$ cat config.mk
export PLATFORM = sky130hd
export DESIGN_NAME = parity_frame_ctrl
export DESIGN_NICKNAME = d
export VERILOG_FILES = /design/src/rtl/parity_frame_ctrl.sv
export SDC_FILE = /design/constraint.sdc
export NUM_CORES = 1
export LEC_CHECK = 0
export ABC_AREA = 1
export CELL_PAD_IN_SITES_DETAIL_PLACEMENT = 1
export CELL_PAD_IN_SITES_GLOBAL_PLACEMENT = 2
export CORE_ASPECT_RATIO = 1.2
export CORE_UTILIZATION = 29
export CTS_BUF_LIST = sky130_fd_sc_hd__clkbuf_4 sky130_fd_sc_hd__clkbuf_8
export DETAILED_ROUTE_END_ITERATION = 12
export PLACE_DENSITY = 0.79
export SYNTH_ARGS = -nofsm -noshare
export SYNTH_HDL_FRONTEND = slang
export SYNTH_SLANG_ARGS = --single-unit
$ cat constraint.sdc
create_clock -name clock -period 1.28 [get_ports clock]
set_input_delay 0.192 -clock clock [delete_from_list [all_inputs] [get_ports clock]]
set_output_delay 0.192 -clock clock [all_outputs]
set_load 0.05 [all_outputs]
$ cat src/rtl/parity_frame_ctrl.sv
// parity_frame_ctrl: receives start + DATA_W data bits (MSB first) + parity bit, checks parity and
// presents the word on a valid/ready output. Optional inactivity abort: PARITY_FRAME_TIMEOUT_EN.
module parity_frame_ctrl #(
    parameter int DATA_W      = 8,
    parameter bit PARITY_ODD  = 1'b0,
    parameter int TIMEOUT_CYC = 64
) (
    input  logic              clock,
    input  logic              resetn,
    input  logic              frame_start,
    input  logic              bit_en,
    input  logic              serial_in,
    output logic [DATA_W-1:0] out_data,
    output logic              out_err,
    output logic              out_valid,
    input  logic              out_ready,
    output logic              busy,
    output logic              overrun,
    output logic              timeout,
    output logic [15:0]       frame_cnt
);
    localparam int CNT_W = $clog2(DATA_W + 1);

    typedef enum logic [1:0] {IDLE, SHIFT, CHECK} state_t;

    state_t            state;
    state_t            state_nxt;
    logic [DATA_W-1:0] sr;
    logic [CNT_W-1:0]  cnt;
    logic              par_bit;
    logic              data_done;
    logic              frame_go;
    logic              shift_go;
    logic              par_go;
    logic              load_go;
    logic              drop_go;
    logic              abort_go;
    logic              err;

    assign data_done = (cnt == CNT_W'(DATA_W));
    assign err       = (^sr) ^ par_bit ^ PARITY_ODD;
    assign busy      = (state != IDLE);

    // NOTE: every signal gets its default before the case so no path can leave it unassigned (no latches).
    always_comb begin
        state_nxt = state;
        frame_go  = 1'b0;
        shift_go  = 1'b0;
        par_go    = 1'b0;
        load_go   = 1'b0;
        drop_go   = 1'b0;
        case (state)
            IDLE: begin
                if (frame_start) begin
                    frame_go  = 1'b1;
                    state_nxt = SHIFT;
                end
            end
            SHIFT: begin
                if (bit_en) begin
                    if (data_done) begin
                        par_go    = 1'b1;
                        state_nxt = CHECK;
                    end else begin
                        shift_go = 1'b1;
                    end
                end else if (abort_go) begin
                    state_nxt = IDLE;
                end
            end
            CHECK: begin
                state_nxt = IDLE;
                if (!out_valid || out_ready) begin
                    load_go = 1'b1;
                end else begin
                    drop_go = 1'b1;
                end
            end
            default: state_nxt = IDLE;
        endcase
    end

    // NOTE: sequential state uses non-blocking assignments so all registers update from pre-edge values.
    always_ff @(posedge clock or negedge resetn) begin
        if (!resetn) begin
            state <= IDLE;
        end else begin
            state <= state_nxt;
        end
    end

    always_ff @(posedge clock or negedge resetn) begin
        if (!resetn) begin
            sr      <= '0;
            cnt     <= '0;
            par_bit <= 1'b0;
        end else begin
            if (frame_go) begin
                sr  <= '0;
                cnt <= '0;
            end else if (shift_go) begin
                sr  <= {sr[DATA_W-2:0], serial_in};
                cnt <= cnt + 1'b1;
            end
            if (par_go) begin
                par_bit <= serial_in;
            end
        end
    end

    // A load in the accept cycle keeps out_valid high with the new word (no bubble).
    always_ff @(posedge clock or negedge resetn) begin
        if (!resetn) begin
            out_data  <= '0;
            out_err   <= 1'b0;
            out_valid <= 1'b0;
            overrun   <= 1'b0;
            frame_cnt <= '0;
        end else begin
            overrun <= drop_go;
            if (load_go) begin
                out_data  <= sr;
                out_err   <= err;
                out_valid <= 1'b1;
                frame_cnt <= frame_cnt + 16'd1;
            end else if (out_ready) begin
                out_valid <= 1'b0;
            end
        end
    end

`ifdef PARITY_FRAME_TIMEOUT_EN
    localparam int TMO_W = $clog2(TIMEOUT_CYC + 1);

    logic [TMO_W-1:0] tmo_cnt;

    // Abort after TIMEOUT_CYC consecutive SHIFT cycles without a strobe.
    assign abort_go = (state == SHIFT) && !bit_en && (tmo_cnt == TMO_W'(TIMEOUT_CYC - 1));

    always_ff @(posedge clock or negedge resetn) begin
        if (!resetn) begin
            tmo_cnt <= '0;
            timeout <= 1'b0;
        end else begin
            timeout <= abort_go;
            if (state != SHIFT || bit_en) begin
                tmo_cnt <= '0;
            end else begin
                tmo_cnt <= tmo_cnt + 1'b1;
            end
        end
    end
`else
    // Without the timeout option TIMEOUT_CYC has no effect; the compare is constant false.
    assign abort_go = (TIMEOUT_CYC < 0);
    assign timeout  = 1'b0;
`endif

endmodule

**After elaboration in Yosys (flattened, before gate mapping)**

Cells that the tools add are included.

- Output and inout port bits: 29
- Bits in registers: 42
- Logic and storage cells: 48
- Input port bits: 6

- Bitwise logic cells: 1
- Reduce and logical (&&, ||, !) cells: 8
- Eq/ne operators: 6
- $add $sub $neg: 2
- Muxes and demuxes: 22

Operators by type and width:

| cell | count |
|---|---|
| adder 16 x 1 -> 16 bit, second input constant | 1 |
| two-way mux 8 bit | 2 |
| two-way mux 1 bit | 14 |
| two-way mux 4 bit | 2 |
| XOR reduction 8 bit | 1 |
| two-way mux 2 bit | 3 |
| inequality test 2 bit, second input constant | 3 |
| nonzero test 2 bit | 3 |
| adder 4 x 1 -> 4 bit, second input constant | 1 |
| equality test 4 bit, second input constant | 1 |
| case mux 2 bit (2 select lines) | 1 |
| AND reduction 3 bit | 1 |
| equality test 2 x 1 -> 1 bit, second input constant | 1 |
| equality test 2 bit, second input constant | 1 |
| zero test 2 bit | 1 |
| zero test 1 bit | 1 |
| logical OR 1 bit | 1 |
| XOR 1 bit | 1 |

**Depth between registers and ports, before layout**

Gate-level depths: netlist (run 1).

- Depth in word-level cells: 6
- Gate-level depth with buffers: 10
- Mapped depth without buffers: 10

**Worst setup path after synthesis (run 1)**

Ideal clock, no wire load.

- Path kind: register -> register
- Start point: register frame_cnt[0]
- End point: register frame_cnt[11]
- Cell stages (with the launch flop): 8
- Clock period less this slack: 1.646 ns
- Path slack: -0.366 ns
- Library setup time: 0.120 ns
- Path buffers: 0
- Data required time: 1.160 ns
- Arrival: 1.526 ns
- Path through: dfrtp_1 > nand3_1 > nor2_8 > nand2_4 > nor2_8 > nand3_1 > nand2_1 > nand2_1

- Word-level cells in the longest chain between the ends: 1

Ends and longest elaborated chain:

| what | RTL line | text |
|---|---|---|
| start, declared | 20 | `output logic [15:0] frame_cnt` |
| start signal, assigned | 125 | `frame_cnt <= frame_cnt + 16'd1;` |
| adder 16 x 1 -> 16 bit | 125 |  |

No other way between the ends.
A chain may end at the register's enable or synchronous reset.

**Final worst setup path (run 1)**

- Start point: register state[0]
- End point: output port busy

- Word-level cells in the longest chain between the ends: 1

Ends and longest elaborated chain:

| what | RTL line | text |
|---|---|---|
| start, declared | 26 | `state_t state;` |
| start signal, assigned | 88 | `state <= state_nxt;` |
| nonzero test 2 bit | 42 | `assign busy = (state != IDLE);` |
| end, declared | 17 | `output logic busy,` |

No other way between the ends.

==> results of run 1 <==
==> power by group <==
part | internal [mW] | switching [mW]
logic | 1.27 | 1.43
registers | 1.64 | 0.289
clock network | 0.457 | 0.465
total | 3.37 | 2.19
==> cells in the final DEF, fill, tap and decap left out, types with 2 or more instances in the layout <==
cell             synthesis  final
dfrtp_1                 42     26
buf_4                    2     29
nor3_1                   4      2
nand2_1                 62     54
xnor2_2                  0      2
o21ai_0                  5      5
nand2_4                  3      4
nand2_2                  1      9
inv_2                    3      9
xnor2_1                  6      4
clkdlybuf4s50_1          0      4
nor2_4                   1      2
buf_12                   0     30
inv_1                   34     27
a21oi_1                  3      2
nor3_2                   0      2
ha_4                     0      2
o22ai_2                  0      3
nand3_2                  0      5
clkbuf_8                 0      6
buf_6                    0      3
o21ai_1                 10      9
o22ai_1                  8      5
nand4_1                  3      3
xor2_1                   6      6
nor2_8                   2      2
nor2_1                  15      7
nor2_2                   0      7
nand3_1                 19     13
dfrtp_2                  0     16
==> state kept, by name, summed over array words and instances (netlist names) <==
register   count
frame_cnt     16
out_data       8
sr             8
cnt            4
state          2
out_err        1
out_valid      1
overrun        1
par_bit        1
==> kinds of logic (layout without fill, tap and decap cells) <==
| kind of cell | after synthesis | after routing |
|---|---|---|
| AO/OA/AOI/OAI | 26 | 26 |
| XOR/XNOR | 12 | 12 |
| adder cells (fa/ha/maj) | 3 | 3 |
| buffers and inverters | 42 | 114 |
| flip-flops | 42 | 42 |
| other | 1 | 1 |
| AND/OR/NAND/NOR | 111 | 112 |
==> metal layers <==
| metal | GRT usage [%] | up-vias | share of wire (%) |
|---|---|---|---|
| li1 | - | 887 | - |
| met1 | 16.38 | 897 | 39 |
| met2 | 28.70 | 25 | 58 |
| met3 | 3.107 | 4 | 2.6 |
| met4 | 3.241 | 0 | 0.67 |
| met5 | 0 | - | 0 |
==> through the flow <==
step / instance area (sq um) / cells / worst slack (ps)
floorplan: 2100 / 237 / -50.10
global placement: 2967 / 375 / -191.0
detailed placement: 2967 / 375 / -287.1
CTS: 3153 / 388 / -29.80
global route: 3324 / 397 / -98.70
finish: 3324 / 397 / -9.266
==> final cells by class <==
type,count,area (sq um)
fill,768,3488
sequential,42,1071
multi-input combinational,154,987.2
timing repair buffer,68,907.1
inverter,38,155.1
tap,87,108.9
clock buffer,7,90.09
clock inverter,1,5.005
==> synth_stat cells, drive strengths merged, types with 3 or more instances <==
master / instances
ha: 3
buf: 4
a21oi: 3
inv: 37
o21ai: 15
xor2: 6
nand2: 66
nand4: 3
dfrtp: 42
nand3: 19
nor2: 18
o22ai: 8
xnor2: 6
nor3: 5
==> worst max path at each step <==
stage | endpoint | slack [ps] | cells after the start
global route | frame_cnt[13]$_DFFE_PN0P_ | -100 | 8
detailed placement | frame_cnt[4]$_DFFE_PN0P_ | -290 | 7
finish | busy | -9 | 3
CTS | busy | -30 | 3
floorplan | frame_cnt[11]$_DFFE_PN0P_ | -50 | 9
global placement | frame_cnt[8]$_DFFE_PN0P_ | -190 | 7
==> worst max-delay path: stages (launching register included) <==
cell     delay, ps
dfrtp_2        440
nor2_2         150
inv_1           60
buf_6          150
==> timing repair <==
action,CTS,global route
resized for setup,11,32
hold buffers,1,0
setup endpoints to repair,19,29
buffers inserted,5,8
pin swaps,5,7
hold endpoints to repair,14,0
cloned,0,1
==> impl_metrics.ini, run 1 <==
[timing]
holdWs_ps = 358.9
fin_crit_sh_pct = 100.7
setup_violations = 3
final-hold-violation-count = 0
worst_slack_ps = -9.266
finalSetupTns_ps = -20.05
fin_crit_ps = 1289
rsz0062_at_grt = yes
fmax_ghz = 0.7756
fin_worst_skew_ps = 6.506
slew_violations = 0

[critical_path]
cp-startpoint = state[0]$_DFFE_PN0P_
worstPathArrival_ps = 1100
reg2reg_to = frame_cnt[8]$_DFFE_PN0P_
rr_startpoint = frame_cnt[0]$_DFFE_PN0P_
cp-end-kind = primary output
start_kind = register
reg2reg_depth = 5
cp.required_ps = 1090
crit_type = reg -> out
cp_max_fo = 3
r2r_slack_ps = -9

[synth]
synth_xor_area_share_pct = 5.150
synth_top_family_by_area = simple AND/OR/NAND/NOR gates
synth.distinct_cells = 24
synth_top_area_share_pct = 51.50
synth_area_sq_um = 2041
synthSimpleGateAreaFrac_pct = 26.00
syn_avg_cell_area_sq_um = 8.611
syn_inst = 237
async_reset_ff_share_pct = 100.0
synth_seq_cells = 42
synth_mux_area_share_pct = 0
ys_seq_area_share_pct = 51.50
synth_nets = 246
synth_warnings = 0
synthTopCellsByArea = dfrtp_1 52%, nand2_1 11%, inv_1 6.3%
synth-main-ff-cell = dfrtp_1
synth_edf_count = 0
synth_fa_ha_area_share_pct = 1.839
synth_compound_area_share_pct = 6.867
synth_top_area_cell = dfrtp_1

[clocking]
clk_latency_ps = 290
clockBufferDepth = 2
clock_sinks = 42
cts_root_buf = clkbuf_8
numCtsBuffers = 5
cts_tree = done
path_clk_slew_ps = 80
cts_htree_levels = 2

[cells_and_area]
utilization_pct = 48.80
nNetsFinal = 318
insertedDiodeCount = 0
syn2layout_area_growth_pct = 62.91
layout-drive-gt1-share_pct = 45.16

[global_routing]
grt_pass1_wl_microns = 8611
grt_max_degree = 29
grt_overflow = 0
antenna_found_initial = 0
grt_pass1_vias = 1891
track_usage_pct = 14.86

[job]
drv_cap = 0

[floorplan]
core-area_sq_um = 6813
boundaryPins = 35
dieArea_sq_um = 7377
fp.dieW_microns = 78.58
std_cell_rows = 33
initial_utilization_pct = 29.95
fp.dieH_microns = 93.89

[placement]
gp_congestion = 0.7295
hpwlAfterDp_microns = 3816
portBuffers = 33

[routing]
dr_total_vias = 1813
firstDrtPassIters = 2
ant_nets = 0
via_per_inst = 4.567
first_iter_violations = 33
drc = 0
post_drt_wl_per_cell_microns = 12.83
routed_wirelength_microns = 5092

[min_path]
min_path_type = in -> async

[power_and_ir_drop]
fin_total_pwr_mw = 5.555
vdd_ir_drop_max_v = 0.0009007
powerDensity_nw_per_um2 = 1671
p_leak_nw = 1.576

[run_status]
violations = negative setup slack
outcome = finished with violations
Note: power is estimated with default switching activity, not from simulation.
==> run 2: changes to the inputs <==
--- a/config.mk
+++ b/config.mk
@@ -9,10 +9,10 @@
 export CELL_PAD_IN_SITES_DETAIL_PLACEMENT = 1
 export CELL_PAD_IN_SITES_GLOBAL_PLACEMENT = 2
 export CORE_ASPECT_RATIO = 1.2
-export CORE_UTILIZATION = 29
+export CORE_UTILIZATION = 32
 export CTS_BUF_LIST = sky130_fd_sc_hd__clkbuf_4 sky130_fd_sc_hd__clkbuf_8
 export DETAILED_ROUTE_END_ITERATION = 12
-export PLACE_DENSITY = 0.79
+export PLACE_DENSITY = 0.82
 export SYNTH_ARGS = -nofsm -noshare
 export SYNTH_HDL_FRONTEND = slang
 export SYNTH_SLANG_ARGS = --single-unit
==> constraint.sdc (replaced) <==
create_clock -name clock -period 1.3 [get_ports clock]
set_input_delay 0.195 -clock clock [delete_from_list [all_inputs] [get_ports clock]]
set_output_delay 0.195 -clock clock [all_outputs]
set_load 0.05 [all_outputs]
==> run 2 against run 1 <==
Compared with the run above: the flow now finishes without violations; final area decreased by 0.64%; first-iteration DRC count is 55% higher; sequential power is essentially flat; clock skew is 1.3 ps lower; cell count shrank 3.0%; worst hold slack better by 43 ps; critical endpoint is now sr[1]$_DFFE_PN0P_; highest routed layer unchanged.
==> impl_metrics.ini, run 2 (synthesis results as in run 1) <==
[run_status]
outcome = finished, final reports clean

[clocking]
numCtsBuffers = 5
path_clk_slew_ps = 80
clockBufferDepth = 2
cts_htree_levels = 2
clock_sinks = 42
cts_root_buf = clkbuf_8
cts_tree = done
clk_latency_ps = 290

[min_path]
min_path_type = in -> async

[critical_path]
critPathSlowestCell = dfrtp_2
cp_max_fo = 8
cp_top_family = buffers and inverters
cp-end-kind = register
start_kind = register
cp.required_ps = 1520
crit_chain = buf_4 > nand2_1 > nor2_2 > nand2_4 > buf_12 > buf_12 > o22ai_2
cpPeakStageDelay_ps = 410
crit_buf_inv = 3
cpMostUsedCell = buf_12
worstPathArrival_ps = 1520
crit_type = reg -> reg

[placement]
post_dp_cell_area_sq_um = 2933
gp_congestion = 0.7519
portBuffers = 33
pre_cts_slack_ps = -218.4
hpwlAfterDp_microns = 3625
place_inst = 366

[cells_and_area]
regMostFlops = frame_cnt
final_area_sq_um = 3303
nNetsFinal = 311
final_cell_mix = 57 x nand2_1, 30 x buf_12, 28 x inv_1
fin_cells = 385
insertedDiodeCount = 0
largest_reg_flops = 16
largest_registers = frame_cnt (16), out_data (8), sr (8)
syn2layout_area_growth_pct = 61.86
multi_input_area_sq_um = 1011
utilization_pct = 54.24
layout-drive-gt1-share_pct = 42.90
seqCellArea_sq_um = 1071
layout_commonest_cell = nand2_1
n_fill_cell = 659

[timing]
fin_crit_sh_pct = 99.76
finalSetupTns_ps = 0
fin_worst_skew_ps = 5.218
setup_violations = 0
worst_slack_ps = 3.057
fin_crit_ps = 1297
rsz0062_at_grt = yes
slew_violations = 0
final-hold-violation-count = 0
fmax_ghz = 0.7710
holdWs_ps = 402.1

[floorplan]
fp.dieW_microns = 74.90
fp.dieH_microns = 89.48
initial_utilization_pct = 33.51
dieArea_sq_um = 6702
core-area_sq_um = 6090
boundaryPins = 35
std_cell_rows = 31

[power_and_ir_drop]
vdd_ir_drop_max_v = 0.001108
fin_total_pwr_mw = 5.601
powerDensity_nw_per_um2 = 1696
p_leak_nw = 1.560

[routing]
via_per_inst = 4.584
ant_nets = 0
wl_met1_microns = 2009
first_iter_violations = 51
firstDrtPassIters = 3
drc = 0
highest_layer = met4
dr_total_vias = 1765
wl_met3_microns = 123
post_drt_wl_per_cell_microns = 13.25
wl_met2_microns = 2878
routed_wirelength_microns = 5101

[global_routing]
track_usage_pct = 16.78
grt_overflow = 0
grt_pass1_wl_microns = 8500
grt_pass1_vias = 1877
antenna_found_initial = 0
grt_max_degree = 43

[job]
drv_cap = 0
==> run 2: path summary, 6_finish.rpt <==
kind / end / start / slack [ps] / cells after the start
worst min-delay path: frame_cnt[6]$_DFFE_PN0P_ / resetn / 400 / 3
min in group clock: cnt[3]$_DFFE_PN0P_ / frame_start / 500 / 2
worst max-delay path: sr[1]$_DFFE_PN0P_ / state[0]$_DFFE_PN0P_ / 3 / 7
worst max register to register: sr[1]$_DFFE_PN0P_ / state[0]$_DFFE_PN0P_ / 3 / 7
max in group asynchronous: frame_cnt[11]$_DFFE_PN0P_ / resetn / 670 / 3
worst min register to register: par_bit$_DFFE_PN0P_ / par_bit$_DFFE_PN0P_ / 530 / 2
==> run 2: cell type report <==
type / instances / area share (%)
repair buffers: 62 / 25.87
clock buffers: 5 / 2.083
inverters: 38 / 4.697
well taps: 82 / 3.106
flip-flops and latches: 42 / 32.42
multi-input cells: 153 / 30.61
clock inverters: 3 / 1.212
==> run 2: worst min-delay path: stages <==
cell and delay (ps):
dlygate4sd3_1 520, buf_2 120, buf_12 230
==> run 2: where the power goes <==
group	switching, mW	leakage, nW	internal, mW
Clock	0.473	0.0579	0.566
Combinational	1.43	0.969	1.21
Sequential	0.299	0.534	1.62
Total	2.20	1.56	3.40
==> run 2: per-layer routing <==
metal	track usage (%)	up-vias
met3	3.044	9
met5	0	-
met4	4.117	0
met1	18.09	858
met2	33.01	29
li1	-	869
==> run 2: repair_timing <==
action,in CTS,in global routing
hold buffers,1,0
gates cloned,0,0
endpoints found under the hold margin,42,0
pin swaps,4,5
endpoints found under the setup margin,16,28
gates resized for setup,6,34
setup buffers,3,7
==> run 3: changes to the inputs <==
--- a/config.mk
+++ b/config.mk
@@ -6,6 +6,7 @@
 export NUM_CORES = 1
 export LEC_CHECK = 0
 export ABC_AREA = 1
+export ABC_CLOCK_PERIOD_IN_PS = 1300
 export CELL_PAD_IN_SITES_DETAIL_PLACEMENT = 1
 export CELL_PAD_IN_SITES_GLOBAL_PLACEMENT = 2
 export CORE_ASPECT_RATIO = 1.2
@@ -13,6 +14,7 @@
 export CTS_BUF_LIST = sky130_fd_sc_hd__clkbuf_4 sky130_fd_sc_hd__clkbuf_8
 export DETAILED_ROUTE_END_ITERATION = 12
 export PLACE_DENSITY = 0.82
+export SKIP_LAST_GASP = 1
 export SYNTH_ARGS = -nofsm -noshare
 export SYNTH_HDL_FRONTEND = slang
 export SYNTH_SLANG_ARGS = --single-unit
==> run 3 against run 2 <==
Compared with the run above: non-clock buffer count unchanged; global-route usage unchanged; core utilization decreased by 0.12 points; clock power about the same; die area unchanged; first-iteration DRC count decreased by 9.8%; largest power group unchanged; highest routed layer unchanged; clock skew increased by 1.3 ps; critical path type unchanged.
==> impl_metrics.ini, run 3 (synthesis results as in run 1) <==
[floorplan]
core-area_sq_um = 6090
fp.dieW_microns = 74.90
initial_utilization_pct = 33.51
dieArea_sq_um = 6702
std_cell_rows = 31
fp.dieH_microns = 89.48
boundaryPins = 35

[routing]
via_per_inst = 4.577
dr_total_vias = 1762
routed_wirelength_microns = 5071
firstDrtPassIters = 4
ant_nets = 0
first_iter_violations = 46
drc = 0
post_drt_wl_per_cell_microns = 13.17

[global_routing]
track_usage_pct = 16.78
grt_overflow = 0
antenna_found_initial = 0
grt_pass1_vias = 1877
grt_max_degree = 43
grt_pass1_wl_microns = 8500

[power_and_ir_drop]
p_sw_share_pct = 39.21
powerDensity_nw_per_um2 = 1690
internal-power_mw = 3.386
vdd_ir_drop_max_v = 0.001108
seqPwrFrac_pct = 34.4
combPwrFrac_pct = 47.0
p_sw_mw = 2.184
p_leak_nw = 1.559
clkPwrFrac_pct = 18.6

[critical_path]
cpMostUsedCell = buf_12
worstPathArrival_ps = 1520
crit_type = reg -> reg
cp.required_ps = 1520
start_kind = register
cp_max_fo = 8
critPathSlowestCell = dfrtp_2
cp-end-kind = register
r2r_slack_ps = 2
crit_chain = buf_4 > nand2_1 > nor2_2 > nand2_4 > buf_12 > buf_12 > o22ai_2
cpPeakStageDelay_ps = 410

[cells_and_area]
seqCellArea_sq_um = 1071
syn2layout_area_growth_pct = 61.50
largest_reg_flops = 16
utilization_pct = 54.12
insertedDiodeCount = 0
layout_commonest_cell = nand2_1
largest_registers = frame_cnt (16), out_data (8), sr (8)
final_cell_mix = 57 x nand2_1, 30 x buf_12, 28 x inv_1
regMostFlops = frame_cnt
layout-drive-gt1-share_pct = 42.90
multi_input_area_sq_um = 1003
nNetsFinal = 311
n_fill_cell = 660

[placement]
portBuffers = 33
hpwlAfterDp_microns = 3625
gp_congestion = 0.7519

[clocking]
clockBufferDepth = 2
cts_tree = done
cts_root_buf = clkbuf_8
clock_sinks = 42
clk_latency_ps = 300
cts_htree_levels = 2
numCtsBuffers = 5
path_clk_slew_ps = 80

[min_path]
min_path_type = in -> async

[timing]
fin_worst_skew_ps = 6.509
finalSetupTns_ps = 0
rsz0062_at_grt = yes
fmax_ghz = 0.7701
setup_violations = 0
fin_crit_ps = 1298
final-hold-violation-count = 0
fin_crit_sh_pct = 99.88
slew_violations = 0

[run_status]
outcome = finished, final reports clean

[job]
drv_cap = 0
[run 3: changes by cell type in the layout (fill, tap and decap cells not counted)]
cell / delta
o21ai_2: +1
o21ai_4: -1
[run 3: through the flow]
step | hold WS, ps | std cells | total power [mW] | cell area (sq um) | worst slack [ps]
final | 402.5 | 385 | 5.569 | 3296 | 1.508
after global routing | 441.7 | 385 | 5.951 | 3296 | -105.1
after CTS | 409.6 | 378 | 5.333 | 3107 | -24.90
after detailed placement | 193.0 | 366 | 4.180 | 2933 | -218.4
after global placement | 190.2 | 366 | 4.095 | 2933 | -171.4
after floorplan | -100.6 | 237 | 3.154 | 2102 | -31.43
[run 3: path summary, 6_finish.rpt]
| kind | start | cells past startpoint | end |
|---|---|---|---|
| max | state[0]$_DFFE_PN0P_ | 7 | sr[1]$_DFFE_PN0P_ |
| min | resetn | 3 | frame_cnt[6]$_DFFE_PN0P_ |
| max reg2reg | state[0]$_DFFE_PN0P_ | 7 | sr[1]$_DFFE_PN0P_ |
| min reg2reg | par_bit$_DFFE_PN0P_ | 2 | par_bit$_DFFE_PN0P_ |
| max in group asynchronous | resetn | 3 | frame_cnt[13]$_DFFE_PN0P_ |
| min in group clock | frame_start | 2 | cnt[3]$_DFFE_PN0P_ |
[run 3: what timing repair did]
item,in CTS,in global routing
hold buffers,1,0
resized for setup,6,33
pin swaps,4,5
hold endpoints to repair,42,0
endpoints found under the setup margin,16,28
setup buffers,3,7
[run 3: area by class of cell]
cell class	instances	share of cell area [%]
sequential	42	32.50
multi-input combinational	153	30.45
timing repair buffer	62	25.93
inverter	38	4.708
tap	82	3.113
clock buffer	5	2.088
clock inverter	3	1.215
[run 3: routing by layer]
layer	GRT usage, %	wire length [microns]	vias to the layer above
met2	33.01	2853	29
met4	4.117	90	0
met5	0	0	-
li1	-	-	867
met3	3.044	117	9
met1	18.09	2009	857
[run 3: critical path, delay by kind of cell (launching register included)]
kind,cells,cell delay [ps]
buffers and inverters,3,410
DFF,1,410
AOI/OAI and AO/OA,1,140
and+or+nand+nor,3,270
[run 3: power by group through the flow]
| stage | clock (mW) | sequential, mW | combinational, mW |
|---|---|---|---|
| 2_1_floorplan | 0 | 2.25 | 0.906 |
| 3_3_place_gp | 0 | 1.90 | 2.19 |
| 3_5_place_dp | 0 | 1.92 | 2.26 |
| 4_1_cts | 1.07 | 1.90 | 2.36 |
| 5_1_grt | 1.12 | 1.96 | 2.87 |
| 6_report | 1.04 | 1.92 | 2.62 |
